<file path="src/rtl/game_countdown_timer.sv">
// Game countdown timer: counts a loaded time limit down in whole game seconds.
// A prescaler divides clk into one-second decrements; pause/resume/abort are
// driven by the game-control FSM, remaining/time_up feed score and display.
//
// Ports:
//   clk         system clock
//   rst_n       synchronous active-low reset
//   load        pulse: remaining <= load_value, back to IDLE, partial second dropped
//   load_value  seconds to count down from
//   start       pulse: IDLE -> RUN (or straight to DONE when remaining is 0)
//   pause       level: hold the countdown while high (RUN/PAUSE only)
//   abort       pulse: RUN/PAUSE/DONE -> IDLE, remaining kept
//   remaining   seconds left
//   sec_tick    one-cycle pulse on each decrement
//   time_up     one-cycle pulse when the countdown reaches 0
//   done        high in DONE
//   running     high in RUN or PAUSE
//   warning     high in RUN/PAUSE while 0 < remaining <= WARN_SECS
module game_countdown_timer #(
    parameter int unsigned TICKS_PER_SEC = 100000000,
    parameter int unsigned TIME_W        = 5,
    parameter int unsigned WARN_SECS     = 5
) (
    input  logic              clk,
    input  logic              rst_n,
    input  logic              load,
    input  logic [TIME_W-1:0] load_value,
    input  logic              start,
    input  logic              pause,
    input  logic              abort,
    output logic [TIME_W-1:0] remaining,
    output logic              sec_tick,
    output logic              time_up,
    output logic              done,
    output logic              running,
    output logic              warning
);

    localparam int unsigned CNT_W = (TICKS_PER_SEC > 1) ? $clog2(TICKS_PER_SEC) : 1;
    localparam logic [CNT_W-1:0] CNT_LAST = CNT_W'(TICKS_PER_SEC - 1);

    typedef enum logic [1:0] {
        ST_IDLE  = 2'd0,
        ST_RUN   = 2'd1,
        ST_PAUSE = 2'd2,
        ST_DONE  = 2'd3
    } state_e;

    state_e            state_q, state_d;
    logic [CNT_W-1:0]  cnt_q, cnt_d;
    logic [TIME_W-1:0] rem_q, rem_d;
    logic              sec_tick_q, sec_tick_d;
    logic              time_up_q, time_up_d;
    logic              done_q, done_d;
    logic              running_q, running_d;
    logic              warning_q, warning_d;
    logic              last_c;

    // Prescaler sits on the final cycle of the current game second
    assign last_c = (cnt_q == CNT_LAST);

    // Next-state, prescaler, countdown and output decode
    always_comb begin
        state_d    = state_q;
        cnt_d      = cnt_q;
        rem_d      = rem_q;
        sec_tick_d = 1'b0;
        time_up_d  = 1'b0;
        done_d     = 1'b0;
        running_d  = 1'b0;
        warning_d  = 1'b0;

        if (load) begin
            state_d = ST_IDLE;
            cnt_d   = '0;
            rem_d   = load_value;
        end else if (abort) begin
            if (state_q != ST_IDLE) begin
                state_d = ST_IDLE;
                cnt_d   = '0;
            end
        end else begin
            unique case (state_q)
                ST_IDLE: begin
                    if (start) begin
                        if (rem_q != '0) begin
                            state_d = ST_RUN;
                            cnt_d   = '0;
                        end else begin
                            state_d   = ST_DONE;
                            time_up_d = 1'b1;
                        end
                    end
                end
                ST_RUN, ST_PAUSE: begin
                    // A second already on its last cycle in RUN completes even if pause rises
                    if (!pause || (state_q == ST_RUN && last_c)) begin
                        if (last_c) begin
                            cnt_d = '0;
                            if (rem_q != '0) begin
                                rem_d      = rem_q - TIME_W'(1);
                                sec_tick_d = 1'b1;
                            end
                            if (rem_q <= TIME_W'(1)) begin
                                state_d   = ST_DONE;
                                time_up_d = 1'b1;
                            end else begin
                                state_d = pause ? ST_PAUSE : ST_RUN;
                            end
                        end else begin
                            cnt_d   = cnt_q + CNT_W'(1);
                            state_d = ST_RUN;
                        end
                    end else begin
                        state_d = ST_PAUSE;
                    end
                end
                ST_DONE: begin
                    rem_d = '0;
                end
                default: begin
                    state_d = ST_IDLE;
                end
            endcase
        end

        // Level outputs follow the state being entered so they line up with remaining
        done_d    = (state_d == ST_DONE);
        running_d = (state_d == ST_RUN) || (state_d == ST_PAUSE);
        warning_d = running_d && (rem_d != '0) && (32'(rem_d) <= 32'(WARN_SECS));
    end

    // State and output registers
    always_ff @(posedge clk) begin
        if (!rst_n) begin
            state_q    <= ST_IDLE;
            cnt_q      <= '0;
            rem_q      <= '0;
            sec_tick_q <= 1'b0;
            time_up_q  <= 1'b0;
            done_q     <= 1'b0;
            running_q  <= 1'b0;
            warning_q  <= 1'b0;
        end else begin
            state_q    <= state_d;
            cnt_q      <= cnt_d;
            rem_q      <= rem_d;
            sec_tick_q <= sec_tick_d;
            time_up_q  <= time_up_d;
            done_q     <= done_d;
            running_q  <= running_d;
            warning_q  <= warning_d;
        end
    end

    assign remaining = rem_q;
    assign sec_tick  = sec_tick_q;
    assign time_up   = time_up_q;
    assign done      = done_q;
    assign running   = running_q;
    assign warning   = warning_q;

endmodule

</file>
<file path="config.mk">
export PLATFORM = sky130hd
export DESIGN_NAME = game_countdown_timer
export DESIGN_NICKNAME = d
export VERILOG_FILES = /design/src/rtl/game_countdown_timer.sv
export SDC_FILE = /design/constraint.sdc
export NUM_CORES = 1
export LEC_CHECK = 0
export ABC_AREA = 1
export ABC_CLOCK_PERIOD_IN_PS = 5150
export CAP_MARGIN = 20
export CORE_ASPECT_RATIO = 0.6
export CORE_MARGIN = 1.5
export CORE_UTILIZATION = 61
export DETAILED_ROUTE_END_ITERATION = 8
export PLACE_DENSITY = 0.9
export SLEW_MARGIN = 40
export SYNTH_ARGS = -nofsm -noshare
export SYNTH_HDL_FRONTEND = slang
export SYNTH_SLANG_ARGS = --single-unit
</file>
<file path="constraint.sdc">
create_clock -name clk -period 5.15 [get_ports clk]
set_clock_uncertainty 0.05 [all_clocks]
set_input_delay 0.515 -clock clk [delete_from_list [all_inputs] [get_ports clk]]
set_output_delay 0.515 -clock clk [all_outputs]
set_load 0.01 [all_outputs]
</file>
# [Word-level counts from Yosys, hierarchy flattened]
# Index checks and enable logic that the tools add are counted.
[op_classes] n_addsub=2 n_lt_le_gt_ge=2 eq_ne=11 muxes=30 bitwise_logic=4 reduce_logical=16
[op_table] op="$mux W27" n=6
[op_table] op="$pmux W27 S2" n=1
[op_table] op="$add A27 B1 Y27 const B" n=1
[op_table] op="$eq A27 B27 Y1 const B" n=1
[op_table] op="$mux W5" n=5
[op_table] op="$mux W2" n=9
[op_table] op="$pmux W5 S2" n=1
[op_table] op="$reduce_bool A5 Y1" n=2
[op_table] op="$ne A3 B3 Y1 const B" n=3
[op_table] op="$eq A2 B2 Y1 const B" n=4
[op_table] op="$mux W1" n=6
[op_table] op="$reduce_or A6 Y1" n=1
[op_table] op="$le A5 B1 Y1 const B" n=1
[op_table] op="$le A5 B3 Y1 const B" n=1
[op_table] op="$reduce_and A5 Y1" n=1
[op_table] op="$sub A5 B1 Y5 const B" n=1
[op_table] op="$eq A2 B1 Y1 const B" n=2
[op_table] op="$not A1 Y1" n=4
[op_table] op="$pmux W2 S2" n=1
[op_table] op="$reduce_or A2 Y1" n=2
[op_table] op="$logic_and A1 B1 Y1" n=3
[op_table] op="$reduce_bool A3 Y1" n=1
[op_table] op="$reduce_or A3 Y1" n=1
[op_table] op="$logic_not A2 Y1" n=1
[op_table] op="5 further kinds" n=6
[word_totals] register_bits=39 elab_cells=73

# [Logic depth before layout (Yosys ltp)]
# Gate-level depths: netlist (run 1).
[logic_depth] depth_word=11 ltp_mapped=18 ltp_nobuf=18

# [Worst setup path after synthesis (run 1)]
# Ideal clock, no wire load.
[synth_path] path_kind="register to register" startpoint="register cnt_q[0]" endpoint="register warning_q (netlist: warning)" setup_ns=0.113 arrival_ns=2.042 required_ns=4.987 path_slack_ns=2.945 path_stages_with_launch=19 n_path_buf=0 synth_period_minus_slack_ns=2.205 path_cell_list="dfxtp_1 ha_1 nand2_1 nor2_4 nand2_4 nor2_4 nand3_4 nand2_4 inv_4 nor2_1 nand2_1 nand3_1 a21oi_1 nor2_1 ha_1 nand2_1 a21oi_1 nand3_1 nor2_1"
[synth_between] elab_chain_len=11
[synth_rtl] element="start, declared" line="50" text="logic [CNT_W-1:0] cnt_q, cnt_d;"
[synth_rtl] element="start signal, assigned" line="146" text="cnt_q <= cnt_d;"
[synth_rtl] element="$eq A27 B27 Y1 (*)" line="60" text="assign last_c = (cnt_q == CNT_LAST);"
[synth_rtl] element="$logic_and A1 B1 Y1" line="97" text="if (!pause || (state_q == ST_RUN && last_c)) begin"
[synth_rtl] element="$logic_or A1 B1 Y1" line="97"
[synth_rtl] element="$mux W2 (*)" line="97"
[synth_rtl] element="$pmux W2 S2 (*)" line="83" text="unique case (state_q)"
[synth_rtl] element="$mux W2 (*)" line="77" text="end else if (abort) begin"
[synth_rtl] element="$mux W2 (*)" line="73" text="if (load) begin"
[synth_rtl] element="named net state_d[0]" line="49" text="state_e state_q, state_d;"
[synth_rtl] element="$eq A2 B1 Y1 or $eq A2 B2 Y1 (tied branches)" line="129" text="running_d = (state_d == ST_RUN) || (state_d == ST_PAUSE);"
[synth_rtl] element="$logic_or A1 B1 Y1 (*)" line="129"
[synth_rtl] element="named net running_d" line="55" text="logic running_q, running_d;"
[synth_rtl] element="$logic_and A1 B1 Y1 (*) (2 in a row)" line="130" text="warning_d = running_d && (rem_d != '0) && (32'(rem_d) <= 32'(WARN_SECS));"
[synth_rtl] element="end signal, assigned" line="152" text="warning_q <= warning_d;"
[synth_rtl] element="end, declared" line="56" text="logic warning_q, warning_d;"
# Mark *: on every way through the listed nets, which the timed path passes. The rest lies on a longest branch.
# A chain may end at the register's enable or synchronous reset.

# [Worst setup path in the final report (run 1)]
[layout_path] startpoint="register rem_q[1] (netlist: remaining[1])" endpoint="register warning_q (netlist: warning)"
[layout_between] elab_chain_len=11
[layout_rtl] element="start, declared" line="51" text="logic [TIME_W-1:0] rem_q, rem_d;"
[layout_rtl] element="start signal, assigned" line="147" text="rem_q <= rem_d;"
[layout_rtl] element="$le A5 B1 Y1" line="104" text="if (rem_q <= TIME_W'(1)) begin"
[layout_rtl] element="$mux W2" line="104"
[layout_rtl] element="$mux W2" line="98" text="if (last_c) begin"
[layout_rtl] element="$mux W2" line="97"
[layout_rtl] element="$pmux W2 S2 (*)" line="83"
[layout_rtl] element="$mux W2 (*)" line="77"
[layout_rtl] element="$mux W2 (*)" line="73"
[layout_rtl] element="named net state_d[1]" line="49"
[layout_rtl] element="$eq A2 B1 Y1 or $eq A2 B2 Y1 (tied branches)" line="129"
[layout_rtl] element="$logic_or A1 B1 Y1 (*)" line="129"
[layout_rtl] element="named net running_d" line="55"
[layout_rtl] element="$logic_and A1 B1 Y1 (*) (2 in a row)" line="130"
# Marks and branches as above.

==> results of run 1 <==
[cells in the mapped netlist, drive strengths merged]
library cell,instances
nand2,98
nor2,66
inv,51
dfxtp,39
nand3,34
a21oi,25
nor3,20
o21ai,17
nand4,13
ha,8
nor3b,8
nor4,6
xor2,6
buf,5
a211oi,2
a21boi,2
clkinv,2
or2,2
and3,1
clkbuf,1
nor4b,1
o2111ai,1
o211ai,1
[cells by family (layout without fill, tap and decap cells)]
kind of cell	after synthesis	in the layout
buffers and inverters	59	82
DFF	39	39
xor gates and xnor gates	6	6
and+or+nand+nor	249	249
adders and majority gates	8	8
AOI/OAI and AO/OA	48	48
[per-stage QoR]
stage,hold slack (ns),power (W),area [um2],setup WS [ns]
after floorplan,0.393,0.000379,2650,2.94
after global placement,0.408,0.000404,2880,2.48
after detailed placement,0.419,0.000408,2880,2.35
after CTS,0.440,0.000680,3010,2.57
after global routing,0.471,0.000706,3010,2.29
final,0.439,0.000681,3010,2.51
[path summary, 6_finish.rpt]
kind / start / end / slack [ns] / cells past startpoint
setup / recovery: remaining[1] / warning / 2.51 / 13
hold / removal: cnt_q[15] / cnt_q[15] / 0.44 / 1
setup reg to reg: remaining[1] / warning / 2.51 / 13
hold reg to reg: cnt_q[15] / cnt_q[15] / 0.44 / 1
[sequential cells by signal (all words and copies together), names as in the netlist]
signal / count
cnt_q: 27
done: 1
remaining: 5
running: 1
sec_tick: 1
state_q: 2
time_up: 1
warning: 1
[routing by layer]
layer / vias to the layer above / share of wire / global-route usage
met5: - / 0 / 0
met4: 0 / 0.0016 / 0.0443
met3: 2 / 0.14 / 0.101
met2: 180 / 0.41 / 0.475
met1: 1283 / 0.45 / 0.511
li1: 1385 / - / -
[area by class of cell]
class                      instances  share of cell area
tap                               60              0.0250
timing repair buffer              21              0.0691
sequential                        39               0.260
inverter                          53              0.0670
clock buffer                       6              0.0275
clock inverter                     2              0.0129
multi-input combinational        311               0.539
[worst max-delay path: cells and delay by family (launching register included)]
family	cells	cell delay, ns
compound gates	4	0.82
simple gates	6	0.68
fa+ha+maj	2	0.46
flops	1	0.43
buf+inv	1	0.13
[report_power, final]
group / leakage, nW / internal [W] / switching [W]
clock: 0.0618 / 0.000160 / 0.000118
sequential: 0.316 / 0.000306 / 0.00000547
combinational: 0.694 / 0.0000313 / 0.0000611
==> results by group, run 1 <==
STA
  – Achievable Freq: approximately 380 MHz
  – Final Slew Violations: 0
  – Min Clock Period, post-route: roughly 2.6 ns
  – RSZ-0062 raised after global routing: false
  – Final period utilization: 0.513
  – Transition time at the pin with the least slew margin: around 0.49 ns
  – Final setup violation count: 0
  – Total negative slack for setup checks: 0 ns
  – Final count of hold timing violations: 0
  – Remaining max-slew budget at the tightest pin: 0.673

Layout
  – Post-layout nets: 450
  – Top library cells by usage in the layout, fill and taps aside: nand2_1 (92), nor2_1 (59), inv_1 (46), dfxtp_1 (39), nand3_1 (33)
  – Area occupied by registers: about 780 um2
  – N_diodes: 0
  – Area added between synthesis and finish: 13.6%
  – Fin cells: between 400 and 500
  – Share of layout cells above drive strength 1: 0.0787
  – Core utilization of the finished layout: 0.725
  – Count of filler cells inserted in the layout: 360
  – Most common cell after layout, fill and taps aside: nand2_1
  – Area of the multi-input gates: between 0.0015 and 0.002 mm2

Clock network
  – CTS tree: built
  – Register clock-pin slew on the reported worst setup and hold paths: ~0.080 ns
  – Clock buffer depth: 2
  – CTS H-tree depth: 2
  – Clock root buffer: clkbuf_8
  – Clock buffer count from CTS: 5
  – Count of instances resized after the clock tree is built: 0
  – Worst-Skew Late Latency: 0.29 ns
  – Number of buffers inserted to repair setup after CTS: 0
  – Clk sink count: 39
  – Hold-fix buffers, CTS: 0

Synth
  – Leading area contributor after synthesis: dfxtp_1
  – Compound-cell area share of the yosys netlist: 0.101
  – Warnings, synthesis: 0
  – Number of different library cells in the post-synthesis netlist: 36
  – Ranking of synthesized cells by area: dfxtp_1 (30%), nand2_1 (13%), nor2_1 (8.4%)
  – Area share of the leading cell type in the synthesized netlist: 0.295
  – Gate count of the mapped netlist: a little over 400
  – Avg Synthesized Cell Area: about 6.5 um2
  – Flip-flop and latch count after synthesis: 39
  – Simple-gate share of the synthesized area: 0.453
  – Main combinational cell family by area after synthesis: simple AND/OR/NAND/NOR gates
  – Multiplexer area fraction after synthesis: 0
  – Post-Syn Area: 0.00265 mm2
  – Syn nets: between 400 and 500
  – Post-synthesis adder-cell area fraction: 0.0378
  – Seq/Total Area, Yosys: 0.295
  – Xor/xnor share of the synthesized area: 0.0199

Worst setup path
  – Data required time of the worst path: 5.33 ns
  – Signal arrival time at the worst endpoint: 2.82 ns
  – Slowest cell delay on critical path: between 0.4 and 0.5 ns
  – Most frequent cell on the critical path: nor2_1
  – Classification of the worst setup path: reg -> reg
  – Master of the slowest instance on the critical path: dfxtp_1
  – Worst-path maximum fanout: 5
  – Setup crit end kind: register
  – Worst Setup Start Kind: register
  – Ordered cell list for the critical path: inv_1 > ha_1 > o21ai_0 > nor2_1 > o21ai_0 > o211ai_1 > nor2_1 > nor2_1 > ha_1 > nand2_1 > a21oi_1 > nand3_1 > nor2_1

GRT
  – Vias in the first global route: roughly 2.5k
  – GRT Overall Usage: 0.337
  – Initial antenna violation count: 0
  – Maximum number of pins on one net before global-route repair: 22
  – Global-route wire length before repair: 12000 um
  – Global route overflow: 0

Drt
  – Vias: between 2k and 3k
  – Detailed-route DRC error count: 0
  – Post-route antenna net violation count: 0
  – Average routed wire per standard cell: around 15 um
  – Final wirelength: around 7500 um
  – Drt first-iter violations: 450
  – Detailed Routing Iterations Pass 1: 5
  – Detailed-route vias per instance: between 5 and 6

Run status
  – Outcome: finished, final reports clean

Place
  – GPL Wtd Cong: about 0.98
  – Post-detail-place hpwl: between 5000 and 6000 um
  – Number of port buffers: 20
  – # placed instances: approximately 480

Floorplan
  – Effective utilization at floorplan: 0.638
  – Number of rows created at floorplan: 18
  – Die H: roughly 54 um
  – Die area: about 0.0048 mm2
  – Die Span X: between 80 and 90 um
  – Top-Level Pins: 21
  – Core area: just over 0.004 mm2

Power
  – Static Leakage: 1.07 nW
  – VDD IR-drop max: around 0.00018 V
  – Power density relative to cell area: between 200 and 250 mW/mm2

Job
  – # Max-Cap Violations: 0

Min path
  – Min-Delay Path Class: reg -> reg
No activity file was read; power rests on OpenSTA's default activity.
==> inputs of run 2 (changes only) <==
--- a/config.mk
+++ b/config.mk
@@ -6,13 +6,13 @@
 export NUM_CORES = 1
 export LEC_CHECK = 0
 export ABC_AREA = 1
-export ABC_CLOCK_PERIOD_IN_PS = 5150
+export ABC_CLOCK_PERIOD_IN_PS = 2600
 export CAP_MARGIN = 20
 export CORE_ASPECT_RATIO = 0.6
 export CORE_MARGIN = 1.5
-export CORE_UTILIZATION = 61
+export CORE_UTILIZATION = 58
 export DETAILED_ROUTE_END_ITERATION = 8
-export PLACE_DENSITY = 0.9
+export PLACE_DENSITY = 0.86
 export SLEW_MARGIN = 40
 export SYNTH_ARGS = -nofsm -noshare
 export SYNTH_HDL_FRONTEND = slang
==> constraint.sdc (replaced) <==
create_clock -name clk -period 2.6 [get_ports clk]
set_clock_uncertainty 0.05 [all_clocks]
set_input_delay 0.26 -clock clk [delete_from_list [all_inputs] [get_ports clk]]
set_output_delay 0.26 -clock clk [all_outputs]
set_load 0.01 [all_outputs]
==> results by group, run 2 (same netlist as run 1, synthesis figures left out) <==
Run status
  – Outcome: finished, final reports clean

GRT
  – Vias in the first global route: 2531 (+1.0%)
  – Maximum number of pins on one net before global-route repair: 14 (-36%)
  – Global-route wire length before repair: 12600 um (+4.9%)
  – GRT Overall Usage: 0.322 (-0.0153)
  – Global route overflow: 0 (unchanged)
  – Initial antenna violation count: 0 (unchanged)

Place
  – Placed cell area: 0.00299 mm2 (+3.6%)
  – GPL Wtd Cong: 1.02 (+4.1%)
  – Post-detail-place hpwl: 6040 um (+3.8%)
  – Number of port buffers: 20 (unchanged)
  – DP Worst Slack: 0.159 ns (-2.19 ns)

Floorplan
  – Top-Level Pins: 21 (unchanged)
  – Die area: 0.00499 mm2 (+4.9%)
  – Die Span X: 90.2 um (+2.5%)
  – Effective utilization at floorplan: 0.625 (-0.0136)
  – Die H: 55.3 um (+2.4%)
  – Number of rows created at floorplan: 18 (unchanged)
  – Core area: 0.00423 mm2 (+2.2%)

Min path
  – Min-Delay Path Class: reg -> reg
  – Launch point of the worst hold path: cnt_q[0]
  – Worst min-delay path endpoint: cnt_q[0]
  – Worst hold path depth: 2 (+1)

Worst setup path
  – Startpoint of the most critical register-to-register path: cnt_q[1]
  – Worst Setup Start Kind: register
  – Reg-to-reg critical path endpoint: warning
  – Data required time of the worst path: 2.79 ns (-2.54 ns)
  – Classification of the worst setup path: reg -> reg
  – Worst-path maximum fanout: 6 (+1)
  – FF-to-FF path depth: 18 (+5)
  – Setup crit end kind: register
  – Flop2flop setup slack: 0.14 ns (-2.37 ns)
  – Signal arrival time at the worst endpoint: 2.65 ns (-0.17 ns)

Layout
  – Max FFs per register: 27 (unchanged)
  – Share of layout cells above drive strength 1: 0.114 (+0.0354)
  – Area of all placed cells without fillers: 0.00312 mm2 (+4.0%)
  – Area added between synthesis and finish: 18.1%
  – Post-layout nets: 465 (+3.3%)
  – Most common cell after layout, fill and taps aside: nand2_1
  – Largest Register: cnt_q
  – Biggest registers after layout: cnt_q x27, remaining x5, state_q x2
  – Top library cells by usage in the layout, fill and taps aside: nand2_1 (92), nor2_1 (58), inv_1 (46), dfxtp_1 (38), nand3_1 (33)
  – Count of filler cells inserted in the layout: 368 (+2.2%)
  – N_diodes: 0 (unchanged)

STA
  – Min Clock Period, post-route: 2.46 ns (-0.179 ns)
  – Transition time at the pin with the least slew margin: 0.592 ns (+0.107 ns)
  – Remaining max-slew budget at the tightest pin: 0.602 (-0.0717)
  – Achievable Freq: 406 MHz (+7.3%)
  – Worst Setup Slack, final: 0.137 ns (-2.37 ns)
  – Hold WS: 0.441 ns (+0.00157 ns)
  – Final Slew Violations: 0 (unchanged)
  – Final setup violation count: 0 (unchanged)
  – Final period utilization: 0.947 (+0.434)
  – Final count of hold timing violations: 0 (unchanged)

Clock network
  – Clock buffer depth: 2 (unchanged)
  – Clk sink count: 39 (unchanged)
  – Hold-fix buffers, CTS: 0 (unchanged)
  – CTS H-tree depth: 2 (unchanged)
  – Clock buffer count from CTS: 5 (unchanged)
  – Worst-Skew Late Latency: 0.29 ns (about the same)
  – Clock root buffer: clkbuf_8
  – CTS tree: built
  – Register clock-pin slew on the reported worst setup and hold paths: 0.09 ns (about the same)

Drt
  – Detailed-route DRC error count: 0 (unchanged)
  – Final wirelength: 7770 um (+4.0%)
  – Detailed-route vias per instance: 5.74 (-0.98%)
  – Drt first-iter violations: 359 (-20%)
  – Post-route antenna net violation count: 0 (unchanged)
  – Vias: 2908 (+2.0%)
  – Detailed Routing Iterations Pass 1: 5 (unchanged)
  – Average routed wire per standard cell: 15.3 um (+0.91%)

Power
  – Static Leakage: 1.15 nW (+6.9%)
  – VDD IR-drop max: 0.000457 V (+160%)
  – Tot Pwr: 0.00137 W (+100%)
  – Power density relative to cell area: 439 mW/mm2 (+94%)

Job
  – # Max-Cap Violations: 0 (unchanged)
==> run 2: cell count changes in the layout (fill, tap and decap cells not counted), sizes merged <==
cell,delta
buf,+15
==> run 2: timing repair <==
item	in CTS	in global routing
hold endpoints to repair	0	0
buffers inserted	0	1
setup endpoints to repair	0	2
resized for setup	0	3
==> run 2: area by class of cell <==
class | count | area, um2 | area share
Clock buffer | 6 | 82.6 | 0.0264
Clock inverter | 2 | 38.8 | 0.0124
Inverter | 53 | 204 | 0.0653
Multi-Input combinational cell | 311 | 1620 | 0.519
Sequential cell | 39 | 782 | 0.250
Tap cell | 60 | 75.1 | 0.0240
Timing Repair Buffer | 36 | 320 | 0.103
==> run 2: worst max-delay path by stage <==
stage,from,to,slack [ns],cells after the start
floorplan,cnt_q[0],warning,0.39,18
global placement,cnt_q[0],warning,0.30,18
detailed placement,cnt_q[0],warning,0.16,18
CTS,cnt_q[0],warning,0.13,18
global route,cnt_q[1],warning,-0.003,18
finish,cnt_q[1],warning,0.14,18
==> run 2: report_power, final <==
part	internal [W]	switching, W	total [W]
clock network	0.000316	0.000235	0.000551
logic	0.0000774	0.000127	0.000205
registers	0.000607	0.0000109	0.000618
==> run 2: critical path: stages (launching register included) <==
cell	delay, ns
dfxtp_1	0.36
ha_1	0.19
nand2_1	0.10
nor2_4	0.15
nand2_4	0.11
nor2_4	0.19
nand3_4	0.10
nand2_4	0.08
inv_4	0.05
nor2_2	0.12
nand2_1	0.08
nand3_1	0.07
a21oi_1	0.08
nor2_1	0.12
ha_1	0.15
nand2_1	0.07
a21oi_1	0.15
nand3_1	0.08
nor2_1	0.10
==> run 2: metrics by stage <==
stage          TNS (ns)   util  instances
2_1_floorplan         0      -        409
3_3_place_gp          0  0.706        498
3_5_place_dp          0  0.706        498
4_1_cts               0  0.735        506
5_1_grt        -0.00252  0.738        507
6_report              0  0.738        507
==> run 2: layer usage <==
metal  vias up  part of all wire  global-route usage
met5         -                 0                   0
met4         0            0.0080              0.0590
met3        12              0.13              0.0895
met2       169              0.37               0.405
met1      1308              0.49               0.526
li1       1419                 -                   -
